### config.mk
export PLATFORM = sky130hd
export DESIGN_NAME = int2ieee_stream
export DESIGN_NICKNAME = d
export VERILOG_FILES = /design/src/rtl/int2ieee_stream.sv
export SDC_FILE = /design/constraint.sdc
export NUM_CORES = 1
export LEC_CHECK = 0
export CAP_MARGIN = 20
export CORE_UTILIZATION = 59
export DETAILED_ROUTE_END_ITERATION = 10
export PLACE_DENSITY = 0.92
export SKIP_CTS_REPAIR_TIMING = 1
export SYNTH_ARGS = -nofsm -noshare
export SYNTH_HDL_FRONTEND = slang
export SYNTH_SLANG_ARGS = --single-unit
export TNS_END_PERCENT = 5
### constraint.sdc
create_clock -name clk_i -period 1.9 [get_ports clk_i]
set_clock_uncertainty 0.2 [all_clocks]
set_input_delay 0.475 -clock clk_i [delete_from_list [all_inputs] [get_ports clk_i]]
set_output_delay 0.475 -clock clk_i [all_outputs]
set_load 0.02 [all_outputs]
### src/rtl/int2ieee_stream.sv
// Integer to IEEE 754 (binary32 / binary64) converter with an elastic
// valid/ready pipeline of configurable depth. Conversion is combinational
// at the input; the pipeline stages carry the finished result and the
// inexact flag.
module int2ieee_stream #(
    parameter int unsigned DataWidth = 32,
    parameter int unsigned Latency   = 1,
    parameter type         data_t    = logic [DataWidth-1:0]
) (
    input  logic  clk_i,
    input  logic  rst_ni,
    input  logic  valid_i,
    output logic  ready_o,
    input  data_t int_i,
    input  logic  signed_i,
    output logic  valid_o,
    input  logic  ready_i,
    output data_t ieee_o,
    output logic  inexact_o
);

    localparam int unsigned ExpWidth = (DataWidth == 64) ? 11 : 8;
    localparam int unsigned ManWidth = (DataWidth == 64) ? 52 : 23;
    localparam int unsigned Bias     = (DataWidth == 64) ? 1023 : 127;
    localparam int unsigned ShWidth  = $clog2(DataWidth);

    logic                 neg;
    logic [DataWidth:0]   mag_wide;
    data_t                mag;
    logic [ShWidth-1:0]   lead_pos;
    logic [ShWidth-1:0]   shamt;
    logic [DataWidth-2:0] frac;
    logic [ManWidth-1:0]  mant;
    logic [ExpWidth-1:0]  exp_field;
    logic                 guard;
    logic                 sticky;
    logic                 round_up;
    logic [DataWidth-2:0] body;
    data_t                conv_ieee;
    logic                 conv_inexact;

    // Convert the current input word: magnitude, normalise, round to nearest even.
    always_comb begin
        neg      = signed_i & int_i[DataWidth-1];
        // One extra bit so the most negative value negates to +2^(W-1) exactly.
        mag_wide = neg ? ((DataWidth + 1)'(0) - {int_i[DataWidth-1], int_i})
                       : {1'b0, int_i};
        mag      = mag_wide[DataWidth-1:0];
        lead_pos = '0;
        for (int i = 0; i < DataWidth; i++) begin
            if (mag[i]) begin
                lead_pos = ShWidth'(i);
            end
        end
        shamt     = ShWidth'(DataWidth - 1) - lead_pos;
        // Leading one shifted to bit W-1 and dropped; frac holds the bits below it.
        frac      = (DataWidth - 1)'(mag << shamt);
        mant      = frac[DataWidth-2 -: ManWidth];
        guard     = frac[DataWidth-2-ManWidth];
        sticky    = |frac[DataWidth-3-ManWidth:0];
        round_up  = guard & (sticky | mant[0]);
        exp_field = ExpWidth'(Bias) + ExpWidth'(lead_pos);
        // A carry out of the mantissa ripples into the exponent field.
        body      = {exp_field, mant} + (DataWidth - 1)'(round_up);
        if (mag_wide == '0) begin
            conv_ieee    = '0;
            conv_inexact = 1'b0;
        end else begin
            conv_ieee    = {neg, body};
            conv_inexact = guard | sticky;
        end
    end

    if (Latency == 0) begin : g_comb
        logic unused_clk_rst;
        assign unused_clk_rst = clk_i ^ rst_ni;
        assign valid_o   = valid_i;
        assign ready_o   = ready_i;
        assign ieee_o    = conv_ieee;
        assign inexact_o = conv_inexact;
    end else begin : g_pipe
        logic [Latency-1:0] stage_valid;
        logic [DataWidth:0] stage_data [Latency];
        logic [Latency-1:0] advance;

        // A stage may load when it is empty or the stage after it is moving on.
        always_comb begin
            advance[Latency-1] = !stage_valid[Latency-1] || ready_i;
            for (int i = int'(Latency) - 2; i >= 0; i--) begin
                advance[i] = !stage_valid[i] || advance[i+1];
            end
        end

        for (genvar gi = 0; gi < Latency; gi++) begin : g_stage
            logic               valid_reg;
            logic [DataWidth:0] data_reg;
            logic               src_valid;
            logic [DataWidth:0] src_data;

            if (gi == 0) begin : g_head
                assign src_valid = valid_i;
                assign src_data  = {conv_inexact, conv_ieee};
            end else begin : g_link
                assign src_valid = stage_valid[gi-1];
                assign src_data  = stage_data[gi-1];
            end

            // Stage register: holds while stalled, clears asynchronously on reset.
            always_ff @(posedge clk_i or negedge rst_ni) begin
                if (!rst_ni) begin
                    valid_reg <= 1'b0;
                    data_reg  <= '0;
                end else if (advance[gi]) begin
                    valid_reg <= src_valid;
                    data_reg  <= src_data;
                end
            end

            assign stage_valid[gi] = valid_reg;
            assign stage_data[gi]  = data_reg;
        end

        assign ready_o   = advance[0];
        assign valid_o   = stage_valid[Latency-1];
        assign inexact_o = stage_data[Latency-1][DataWidth];
        assign ieee_o    = stage_data[Latency-1][DataWidth-1:0];
    end

endmodule

==> flow_results.org, run 1 <==
** Logic synthesis
- Flops & latches, synth :: 34
- Top FF cell, synth :: sky130_fd_sc_hd__dfrtp_1
- Counting distinct cell types in the post-synthesis netlist gives 99.
- Sequential-to-total area share from yosys stat :: 13.5%
- Synth Warn # :: 0
- Yosys mapped a number of flops with a built-in enable equal to 0.
- Of the post-synthesis cell area, the part taken by muxes is 8.00%.
- Synthesis produced a netlist with a net count of 919.
- After synthesis the cells add up to 6300 um2.
- Main combinational cell family by area after synthesis :: compound AO/OA/AOI/OAI gates
- Post-Synth XOR/XNOR Area :: 5.70%
- Summing the areas of all compound-gate instances in the mapped netlist gives 35.7% of the synthesized area.
- Dividing the synthesized area by the synthesized cell count gives 7.18 um2.
- The cell count after synthesis came out at 878.
- Async S/R FF share, synth :: 100%
- After Yosys synthesis, and, or, nand and nor cells account for 30.5% of the synthesized area.
- Of the total synthesized cell area, the portion taken by full adders, half adders and majority gates is less than 1%.

** Run status
- The tool reported: "[ERROR GRT-0116] Global routing finished with congestion. Check the congestion regions in the DRC Viewer".
- The run stopped with a tool error.
- Stopping stage :: 5_1_grt

** Global route
- Global-route wire length before repair :: 76700 um
- The number of global-route vias before repair was 12900.
- Remaining global-route overflow :: 350
- Overall global routing resource usage :: between 80% and 90%
- Largest net degree at the start of global routing :: 35

** Place
- Port buffering added 71 buffers.
- Worst slack, placed :: -4760 ps
- The congestion estimate from routability-driven global placement came to approximately 1.2.
- After legalization and detailed placement, the total HPWL measured between 20000 and 30000 um.
- The placed instances occupy a cell area of about 9600 um2.

** CTS
- The H-tree was split into 2 levels.
- The clock passes through at most 2 buffers.
- Root Buffer Master :: sky130_fd_sc_hd__clkbuf_8
- Clock Sink Count :: 34
- TritonCTS created 5 clock buffers.

** Floorplanning
- 72 I/O pins were placed.
- Die boundary height :: 105 um
- FP Rows :: 37
- Starting utilization of the core area :: 61.0%
- In this run the horizontal extent of the chip is 105 um.
## layer usage
| layer | overflow | GRT usage [%] |
|---|---|---|
| met4 | 108 | 95.6 |
| met5 | 1 | 24.8 |
| met2 | 225 | 107 |
| met1 | 2 | 81.5 |
| met3 | 14 | 70.1 |
## cell usage after synthesis, drive strengths merged (19+ instances only)
cell | instances | share of area (%)
nor2 | 78 | 4.6
buf | 26 | 2.8
clkbuf | 37 | 2.2
xnor2 | 24 | 3.3
mux2i | 30 | 5.0
o21ai | 57 | 4.8
nand3 | 35 | 2.8
a211oi | 21 | 2.9
nand2 | 102 | 6.1
o211ai | 19 | 2.3
nor4 | 23 | 2.7
dfrtp | 34 | 14
a21oi | 51 | 4.1
nor3 | 43 | 3.7
## stage by stage
step / hold WS [ps] / std cells
3_3_place_gp: 260 / 1371
2_1_floorplan: -20.6 / 878
3_5_place_dp: 274 / 1371
4_1_cts: 295 / 1379
## cell families after synthesis
| kind of cell | after synthesis |
|---|---|
| AOI/OAI and AO/OA | 302 |
| xor gates and xnor gates | 41 |
| adders and majority gates | 4 |
| buffers and inverters | 76 |
| DFF | 34 |
| muxes | 47 |
| and+or+nand+nor | 374 |
==> run 2, diff against run 1 <==
- CORE_UTILIZATION: 59 -> 40
- PLACE_DENSITY: 0.92 -> default
- PLACE_DENSITY_LB_ADDON: default -> 0.15
==> run 2 against run 1 <==
  * The flow now finishes, with violations (negative setup slack)
  * Synthesized cell count unchanged
  * Area after synthesis unchanged
==> flow_results.org, run 2 <==
** CTS
- The number of buffers added by the clock tree synthesis step is 5 (unchanged).
- Clock latency on the worst-skew pair, taken at its later pin, is 270 ps.
- Root Buffer Master :: sky130_fd_sc_hd__clkbuf_16
- Clock transition at path regs :: roughly 60 ps
- TritonCTS built the clock tree.
- The buffer depth of the longest clock path was 2 (unchanged).
- The clock net sink count was 34 (unchanged).
- Number of levels in the clock H-tree :: 2 (unchanged)

** Timing
- Setup violations remaining at the end of the flow were counted as 34.
- Max-Slew Margin vs Limit :: 64.5%
- The final critical path takes up 295% of the cycle.
- The number of slew-limit violations in the final report is 0.
- Setup repair after global routing could not meet its margin everywhere.
- Worst path setup slack after routing :: -3710 ps
- Min Clock Period, post-route :: 5610 ps
- Count of final hold-check violations :: 0
- Based on the critical path, the design can be clocked at up to 0.178 GHz.
- At the pin with the least slew margin, the transition time is 529 ps.

** Logic synthesis
- The number of flops mapped to enable cells by yosys is 0 (unchanged).
- The area share of the leading cell type in the synthesized netlist came to 13.5% (unchanged).
- The count of warnings emitted by yosys was 0 (unchanged).
- Sequential-to-total area share from yosys stat :: 13.5% (unchanged)
- The number of distinct library cells after synthesis came to 99 (unchanged).
- The most used flip-flop cell after synthesis is sky130_fd_sc_hd__dfrtp_1.
- Average cell area after synthesis :: 7.18 um2 (unchanged)
- Post-synthesis net count :: 919 (unchanged)
- Cell Area, Synth :: 6300 um2 (unchanged)
- The synthesized instance count is 878 (unchanged).
- The proportion of register bits with asynchronous set or reset after synthesis is 100% (unchanged).
- Flops & latches, synth :: 34 (unchanged)
- Library cell occupying the most area in the post-synthesis netlist :: sky130_fd_sc_hd__dfrtp_1
- Leading cell types by count after synthesis :: sky130_fd_sc_hd__nand2_1, sky130_fd_sc_hd__nor2_1, sky130_fd_sc_hd__o21ai_0
- After synthesis, the cell types taking the most area are sky130_fd_sc_hd__dfrtp_1, sky130_fd_sc_hd__nand2_1, sky130_fd_sc_hd__nor2_1, sky130_fd_sc_hd__mux2i_1, sky130_fd_sc_hd__o21ai_0.
- Yosys instantiated no cell more often than sky130_fd_sc_hd__nand2_1.

** Global route
- The number of antenna violations at the first check in global routing was 0.
- Number of global-route vias before repair :: around 8000
- Entering global routing, the biggest net connects 35 pins.
- Remaining global-route overflow :: 0
- The first global-routing pass estimated around 42000 um of wire.
- Global routing used 32.3% of the available tracks across all layers.

** Critical path
- Startpoint type of the worst setup path :: primary input
- The worst setup path is of the primary input to flip-flop kind.
- STA puts the critical path data arrival time at 5580 ps.
- Maximum net fanout on the critical path :: 6
- CP Data Required Time :: 1870 ps
- STA classifies the critical path endpoint as a flip-flop.

** Final layout
- The repair_antennas step left the layout with diodes totalling 0.
- Leaving out fill and tap cells, the most frequent cells in the layout are sky130_fd_sc_hd__buf_4, sky130_fd_sc_hd__nand2_1, sky130_fd_sc_hd__nor2_1.
- After the last flow step, the layout net total stands at 1341.
- After filler insertion, the fill cell instance count of the layout stands at about 1200.
- The area growth from synthesis to layout is 77.7%.
- Cells with a size suffix above 1 make up around 45% of the layout.
- The library cell used most frequently in the layout, excluding fill and tap cells, is sky130_fd_sc_hd__buf_4.
- Flip-flop count of the largest register after layout :: 33
- With fillers left out, the area of the finished cells amounts to approximately 11000 um2.

** Drt
- Remaining number of nets flagged by the antenna check after routing :: 0
- Across all layers, the routed design uses around 9000 vias.
- Total iterations of the first detailed-routing run :: 5
- Routed Wire Length :: 28200 um
- For this run, design rule violations remaining after detail routing come to 0.
- Vias per Instance :: 5.97
- Number of DRC violations after detailed-routing iteration 0 :: around 740
- Dividing the detail-routed wire length by the instance count gives around 19 um.

** Power
- Total power of the final layout :: 6.13 mW
- In this run the static leakage power is about 5.1 nW.
- For this design the ratio of total power to cell area is 547 nW/um2.
- The worst-case IR drop observed on VDD is 0.470 mV.

** Run status
- Outcome :: complete, but fails checks
- The checks that failed: negative setup slack.

** Floorplanning
- Die W :: 127 um (+21%)
- The number of core rows was 45 (+22%).
- The floorplan die height was 127 um (+21%).
- Die area :: around 16000 um2
- The number of top-level pins was 72 (unchanged).
- After floorplanning, the core was sized to cover about 15000 um2.
- Starting utilization of the core area :: 41.3% (-20 points)

** Place
- Routability congestion estimate from global placement :: 1.00 (-13%)
- The placed standard-cell area was 9980 um2 (+3.5%).
- The detailed placer's ending HPWL is 22100 um (-21%).
- The quantity of I/O buffers inserted on ports came to 71 (unchanged).

** Min path
- The tightest min-delay check is of the flip-flop to flip-flop type.

** Run
- Max-cap violations in this run came to 0.
==> run 2: cell counts after synthesis <==
Identical to the previous run, type by type.
==> run 2: area by class of cell <==
type / instances / area, um2 / share of cell area (%)
Clock buffer: 6 / 139 / 1.24
Tap cell: 211 / 264 / 2.36
Inverter: 13 / 51.3 / 0.458
Clock inverter: 1 / 30.0 / 0.268
Sequential cell: 34 / 851 / 7.60
Timing Repair Buffer: 477 / 4010 / 35.8
Multi-Input combinational cell: 769 / 5850 / 52.2
==> run 2: critical path, cell delays in order <==
cell and delay, ps:
sky130_fd_sc_hd__buf_6 90, sky130_fd_sc_hd__or4_4 600, sky130_fd_sc_hd__nor4_4 350, sky130_fd_sc_hd__a41oi_2 160
sky130_fd_sc_hd__or3_4 350, sky130_fd_sc_hd__and2_4 170, sky130_fd_sc_hd__a2111oi_4 320, sky130_fd_sc_hd__buf_4 200
sky130_fd_sc_hd__buf_4 140, sky130_fd_sc_hd__nor4_1 60, sky130_fd_sc_hd__a311oi_2 250, sky130_fd_sc_hd__buf_4 170
sky130_fd_sc_hd__o22ai_1 100, sky130_fd_sc_hd__o32a_1 400, sky130_fd_sc_hd__a211oi_4 300, sky130_fd_sc_hd__nand4_4 140
sky130_fd_sc_hd__nand3b_4 180, sky130_fd_sc_hd__or4_4 540, sky130_fd_sc_hd__or2_4 290, sky130_fd_sc_hd__a211o_1 290
==> run 2: where the power goes <==
part,internal [mW],leakage (nW),total [mW],switching [mW]
clock,0.646,0.0829,0.936,0.289
sequential,0.882,0.404,0.953,0.0712
combinational,2.07,4.62,4.24,2.17
==> run 2: logic make-up (layout without fill, tap and decap cells) <==
| group | count (synthesis) | count (layout) | share of synthesized area [%] |
|---|---|---|---|
| AOI/OAI and AO/OA | 302 | 302 | 35.7 |
| xor gates and xnor gates | 41 | 41 | 5.70 |
| adders and majority gates | 4 | 4 | 0.794 |
| buffers and inverters | 76 | 497 | 5.76 |
| DFF | 34 | 34 | 13.5 |
| muxes | 47 | 47 | 8.00 |
| and+or+nand+nor | 374 | 375 | 30.5 |
==> run 2: final timing paths <==
check                           slack [ps]  cells after the start                             end                      startpoint
worst min register to register         270                      2  g_pipe.g_stage[0].data_reg[26]  g_pipe.g_stage[0].data_reg[26]
worst max-delay path                 -3710                     20  g_pipe.g_stage[0].data_reg[25]                        int_i[4]
max in group asynchronous              950                      2  g_pipe.g_stage[0].data_reg[24]                          rst_ni
worst max register to register          30                      7  g_pipe.g_stage[0].data_reg[21]                         valid_o
min in group asynchronous              360                      2  g_pipe.g_stage[0].data_reg[32]                          rst_ni
worst min-delay path                   270                      2  g_pipe.g_stage[0].data_reg[26]  g_pipe.g_stage[0].data_reg[26]
==> run 2: metal layers <==
layer	up-vias	global-route usage (%)	share of wire (%)
met2	430	56.9	49
met5	-	0	0
met4	0	15.9	5.5
met1	4204	39.2	40
met3	113	3.10	6.1
li1	4272	-	-
==> run 2: stage by stage <==
step | std cells | utilization [%] | hold WS, ps | setup WS, ps | setup TNS (ps)
after global placement | 1479 | 65.4 | 260 | -4520 | -130760
final | 1511 | 73.3 | 267 | -3710 | -104140
after floorplan | 878 | - | -20.6 | -3760 | -104380
after CTS | 1486 | 66.5 | 278 | -4250 | -122560
after global routing | 1511 | 73.3 | 292 | -3870 | -110420
after detailed placement | 1479 | 65.4 | 267 | -4530 | -131310
No activity file was read; power rests on OpenSTA's default activity.
==> run 3, diff against run 2 <==
- ABC_AREA: default -> 1
- SLEW_MARGIN: default -> 30
- clock period: 1.9 -> 6.1 ns (I/O delays scaled with it)
==> run 3 against run 2 <==
  * The run still ends with negative setup slack left
  * Final area shrank 27%
  * Hold slack gained 8.1 ps
  * Critical path depth grew 11
  * Wire length shrank 35%
  * Core utilization shrank 13 points
  * Total power shrank 71%
  * Area after synthesis shrank 12%
  * Combinational power shrank 72%
  * Critical path type unchanged
  * Largest cell class unchanged
  * Highest routed layer unchanged
==> flow_results.org, run 3 <==
** Run status
- Outcome :: complete, but fails checks
- The checks that failed: negative setup slack.

** Timing
- Min Clock Period, post-route :: 6160 ps
- Accumulated negative setup slack :: -199 ps (+103940 ps)
- WHS :: 275 ps (+8.12 ps)
- Based on the critical path, the design can be clocked at up to 0.162 GHz.
- The actual slew at the worst max-slew pin came to 422 ps (-107 ps).
- The normalized max-slew margin came to 71.8% (+7.3 points).
- Finish-stage setup viols :: 4 (-88%)
- Setup repair after global routing missed its margin :: true
- The final worst setup slack is -65.0 ps (+3650 ps).
- Pins over their slew limit :: 0 (unchanged)
- The number of hold violations in the final report was 0 (unchanged).
- Share of the clock period used by the worst path :: 101%

** Floorplanning
- The chip width came to 120 um (-5.9%).
- Starting utilization of the core area :: 41.6% (+0.30 points)
- The floorplan die height was 120 um (-5.9%).
- The number of top-level pins is 72 (unchanged).
- The number of core rows came to 42 (-6.7%).
- Die area :: 14400 um2 (-11%)
- Area of the core :: 13400 um2 (-12%)

** Critical path
- The worst setup path is launched from a primary input.
- The data required time at the worst endpoint came to 6070 ps (+4200 ps).
- CP peak stage delay :: 440 ps (-160 ps)
- CP Capture Type :: flip-flop
- Worst reg-to-reg path cell count :: 8 (+1)
- The sum of buffers and inverters on the critical path is 8 (+4).
- In this design, the critical path's most frequently occurring cell is sky130_fd_sc_hd__nand3_1.
- The number of logic stages on the critical path including buffering is 31 (+55%).
- Maximum net fanout on the critical path :: 14 (+8)
- By startpoint and endpoint, the worst setup path is classified as primary input to flip-flop.
- The cell family contributing the most delay on the critical path is simple AND/OR/NAND/NOR gates.
- Worst-path cell with the longest stage delay :: sky130_fd_sc_hd__clkdlybuf4s50_1
- WP data arrival :: 6130 ps (+550 ps)

** Drt
- The number of design rule violations left after detail routing came to 0 (unchanged).
- The detailed-route vias per instance came to 5.03 (-16%).
- The average wire length per cell after detail routing is 13.0 um (-30%).
- Remaining number of nets flagged by the antenna check after routing :: 0 (unchanged)
- Total via count in the routed design :: 7051 (-22%)
- Total iterations of the first detailed-routing run :: 5 (unchanged)
- Routed Wire Length :: 18300 um (-35%)
- Number of DRC violations after detailed-routing iteration 0 :: 555 (-25%)

** CTS
- The number of buffers added by the clock tree synthesis step came to 5 (unchanged).
- Number of levels in the clock H-tree :: 2 (unchanged)
- Clock latency reported for the late side of the worst-skew pair :: 270 ps (about the same)
- Root Buffer Master :: sky130_fd_sc_hd__clkbuf_16
- Clock transition at path regs :: 50 ps (about the same)
- Buffers from clock root to sink, at most :: 2 (unchanged)
- The clock net sink count is 34 (unchanged).
- TritonCTS built the clock tree.

** Final layout
- Most common cell after layout, fill and taps aside :: sky130_fd_sc_hd__nand2_1
- Post-layout nets :: 1266 (-5.6%)
- Number of diodes added for antenna fixing :: 0 (unchanged)
- Commonest non-fill, non-tap cells in the layout :: sky130_fd_sc_hd__nand2_1, sky130_fd_sc_hd__nand3_1, sky130_fd_sc_hd__buf_4
- The fraction of layout cells with a size suffix above 1 is 26.8% (-18 points).
- The number of flip-flops under the largest register name came to 33 (unchanged).
- The number of standard cells in the final layout excluding fillers was 1402 (-7.2%).
- Compared with the post-synthesis result, the final layout area differs by 45.9%.

** Global route
- The number of antenna violations at the first check in global routing came to 0 (unchanged).
- The first-pass GRT wire length came to 31300 um (-25%).
- Met3 GRT Util :: 2.76% (-0.34 points)
- Remaining global-route overflow :: 0 (unchanged)
- The largest net degree at the start of global routing was 41 (+17%).
- The met1 routing resource usage after global routing is 37.9% (-1.3 points).
- Grt peak-use layer :: met2
- Overall global routing resource usage :: 26.5% (-5.8 points)
- Number of global-route vias before repair :: 6757 (-17%)
- The met2 track demand over resource in global routing came to 43.7% (-13 points).

** Logic synthesis
- Of all cell types, the one taking the most synthesized area is sky130_fd_sc_hd__nand3_1.
- The number of distinct library cells after synthesis was 52 (-47%).
- Yosys top cell area share :: 21.6% (+8.1 points)
- Ranked by instance count, the synthesized netlist is headed by sky130_fd_sc_hd__nand2_1, sky130_fd_sc_hd__nand3_1, sky130_fd_sc_hd__inv_1.
- The number of synthesized register bits came to 34 (unchanged).
- The synthesized area divided by synthesized cell count was 5.65 um2 (-21%).
- Synth Warn # :: 0 (unchanged)
- Among all flip-flop cells after synthesis, the most frequent one is sky130_fd_sc_hd__dfrtp_1.
- Async S/R FF share, synth :: 100% (unchanged)
- The synthesized instance count came to 987 (+12%).
- Sequential-to-total area share from yosys stat :: 15.3% (+1.8 points)
- The number of flops mapped to enable cells by yosys came to 0 (unchanged).
- Sorting the synthesized cells by area gives the leading types as sky130_fd_sc_hd__nand3_1, sky130_fd_sc_hd__nand2_1, sky130_fd_sc_hd__dfrtp_1, sky130_fd_sc_hd__inv_1, sky130_fd_sc_hd__nor2_1.
- Post-synthesis net count :: 1028 (+12%)
- sky130_fd_sc_hd__nand2_1 is the most common cell in the netlist.
- The cell area after technology mapping is 5570 um2 (-12%).

** Run
- MaxCap Viol Count :: 0 (unchanged)

** Place
- Port buffer count :: 71 (unchanged)
- Total instance count after detailed placement :: 1391 (-5.9%)
- Routability congestion estimate from global placement :: 0.930 (-7.1%)
- Worst slack, placed :: -376 ps (+4150 ps)
- DP Wirelength :: 14800 um (-33%)

** Min path
- Path type of the worst min-delay path :: flip-flop to flip-flop
- The count of cells along the worst hold path came to 2 (unchanged).

** Power
- The cell area power density came to 216 nW/um2 (-61%).
- The maximum VDD drop is 0.132 mV (-72%).
- Leak :: 4.17 nW (-18%)
[run 3: cell count changes after synthesis, sizes merged, moves of 19 or more]
| cell | previous run | this run |
|---|---|---|
| a211oi | 21 | 1 |
| a21oi | 51 | 10 |
| clkbuf | 37 | 7 |
| inv | 13 | 107 |
| mux2i | 30 | 0 |
| nand2 | 102 | 339 |
| nand3 | 35 | 247 |
| nor3 | 43 | 9 |
| nor4 | 23 | 4 |
| o211ai | 19 | 0 |
| o21ai | 57 | 33 |
| xnor2 | 24 | 4 |
[run 3: worst paths after layout]
check	start	to	slack, ps
worst max-delay path	int_i[0]	g_pipe.g_stage[0].data_reg[19]	-60
worst min-delay path	g_pipe.g_stage[0].data_reg[26]	g_pipe.g_stage[0].data_reg[26]	280
worst max register to register	valid_o	g_pipe.g_stage[0].data_reg[20]	4400
worst min register to register	g_pipe.g_stage[0].data_reg[26]	g_pipe.g_stage[0].data_reg[26]	280
max in group asynchronous	rst_ni	g_pipe.g_stage[0].data_reg[25]	3940
min in group asynchronous	rst_ni	g_pipe.g_stage[0].data_reg[5]	1450
[run 3: through the flow]
stage,instance area [um2],total power [mW],utilization (%)
4_1_cts,7950,1.72,59.3
5_1_grt,8130,1.91,60.7
3_5_place_dp,7800,1.46,58.2
3_3_place_gp,7800,1.46,58.2
2_1_floorplan,5570,0.959,-
6_report,8130,1.76,60.7
[run 3: layer usage]
metal	share of wire, %	vias up
li1	-	3687
met1	49	3175
met2	45	175
met3	5.3	14
met4	0.56	0
met5	0	-
[run 3: power by group]
group / switching, mW / internal (mW) / total, mW
clock: 0.0863 / 0.161 / 0.248
combinational: 0.677 / 0.525 / 1.20
sequential: 0.0292 / 0.278 / 0.308
[run 3: cells by family after synthesis]
group / after synthesis / share of synthesized area (%)
AO/OA/AOI/OAI: 58 / 6.83
XOR/XNOR: 27 / 4.65
adder cells (fa/ha/maj): 4 / 0.898
buffers and inverters: 150 / 12.0
flip-flops: 34 / 15.3
AND/OR/NAND/NOR: 714 / 60.4
[run 3: final cells by class]
class,count,area (um2)
clock buffers,7,143
flip-flops and latches,34,851
fillers,1370,5270
multi-input cells,804,4220
well taps,176,220
clock inverters,1,5.00
inverters,112,428
repair buffers,268,2270
[run 3: worst register-to-register path: cells and delay by family (launching register included)]
kind                   cells  cell delay (ps)
AOI/OAI and AO/OA          1              140
and+or+nand+nor            3              260
buffers and inverters      4              660
DFF                        1              330
==> patch, RTL diff (flow settings as in run 3) <==
Make the reset (`rst_ni`) synchronous in one clocked block. Comments in the files are not updated.
--- a/src/rtl/int2ieee_stream.sv
+++ b/src/rtl/int2ieee_stream.sv
@@ -106,7 +106,7 @@
             end
 
             // Stage register: holds while stalled, clears asynchronously on reset.
-            always_ff @(posedge clk_i or negedge rst_ni) begin
+            always_ff @(posedge clk_i) begin
                 if (!rst_ni) begin
                     valid_reg <= 1'b0;
                     data_reg  <= '0;
Function: differs if rst_ni is asserted again (counterexample within 4 cycles, from zero or initial values and one cycle with rst_ni low); with rst_ni held inactive, the same outputs for 10 cycles.
==> patch against run 3 <==
The run still ends with negative setup slack left. Worst setup slack lost 0.10 ns. Design area is 4.6% lower. Die area down 6.0%. Clock power increased by 4%. Sequential cell count unchanged. Routed wire length down 1.5%. Synthesized area fell by 6.1%. Total power shrank 11%. Core utilization is 0.51 points higher.
==> patch: results (changes against run 3) <==
stage;metric;value;unit;change
run_status;status;finished, violations left;;unchanged
place;gp_congestion;0.982;;was 0.930
place;hpwl;15000;um;was 14,800 um
worst_setup_path;rrSetupSlack;4.44;ns;was 4.40 ns
run_status;violations;negative setup slack;;unchanged
worst_setup_path;worstReg2RegStart;valid_o;;unchanged
timing;setup_viol;19;;was 4
synthesis;yosys-top-cells-count;nand2_1, nand3_1, inv_1;;unchanged
pwr;ir_worst_vdd;165;uV;was 132 uV
worst_setup_path;crit_end;g_pipe.g_stage[0].data_reg[11];;was g_pipe.g_stage[0].data_reg[19]
timing;slew-limit-headroom;0.402;;was 0.718
worst_setup_path;rr_worst_depth;9;;was 8
global_route;grt_pass1_wl;29300;um;was 31,300 um
global_route;grt_pass1_vias;6093;;was 6,757
worst_setup_path;r2r-end;g_pipe.g_stage[0].data_reg[2];;was g_pipe.g_stage[0].data_reg[20]
synthesis;synth-seq-area-share;0.130;;was 0.153
worst_setup_path;worstSetupStartpoint;int_i[1];;was int_i[0]
synthesis;ys_top_cells_by_area;nand2_1, nand3_1, dfxtp_1;;was nand3_1, nand2_1, dfrtp_1
route;first_iter_violations;481;;was 555
synthesis;async_flop_share;0;;was 1.00
timing;holdWs;0.261;ns;was 0.275 ns
finish;n_fill_cell;1330;;was 1,370
route;routed_wl;18000;um;was 18,300 um
synthesis;synth_nets;994;;was 1,028
worst_setup_path;cp.arrival;6.20;ns;was 6.13 ns
timing;worst_slack;-0.165;ns;was -0.0650 ns
worst_hold_path;hp-start;g_pipe.g_stage[0].data_reg[13];;was g_pipe.g_stage[0].data_reg[26]
global_route;grt_max_degree;35;;was 41
patch: per-stage QoR:
stage	setup slack [ns]	util	TNS [ns]	std cells
2_1_floorplan	0.659	-	0	953
3_3_place_gp	-0.465	0.587	-7.01	1348
3_5_place_dp	-0.483	0.587	-8.90	1348
4_1_cts	-0.218	0.598	-2.28	1356
5_1_grt	-0.549	0.612	-11.79	1360
6_report	-0.165	0.612	-1.24	1360
patch: worst max-delay path: cells and delay by family:
family | cells | cell delay, ns
simple gates | 12 | 1.65
xor+xnor | 1 | 0.24
buf+inv | 10 | 1.42
fa+ha+maj | 1 | 0.20
compound gates | 6 | 1.14
patch: logic make-up after synthesis:
group	synth area share
and+or+nand+nor	0.608
buffers and inverters	0.122
AOI/OAI and AO/OA	0.0794
DFF	0.130
xor gates and xnor gates	0.0509
adders and majority gates	0.00957
patch: power breakdown:
part / internal (mW) / switching (mW)
clock: 0.162 / 0.0965
combinational: 0.459 / 0.584
sequential: 0.255 / 0.0157
total: 0.875 / 0.697
patch: final cells by class:
class	count	area (um^2)	share of cell area
clock buffer	6	139	0.0179
clock inverter	2	12.5	0.00161
inverter	109	410	0.0529
multi-input combinational	772	4040	0.521
sequential	34	681	0.0878
tap	172	215	0.0278
timing repair buffer	265	2250	0.291
patch: per-layer routing:
metal	vias up	wire length [um]	share of wire	global-route usage
met5	-	0	0	0
met4	0	76	0.0042	0.0197
met3	6	840	0.047	0.0348
met2	166	7900	0.44	0.440
met1	3119	9180	0.51	0.404
li1	3565	-	-	-
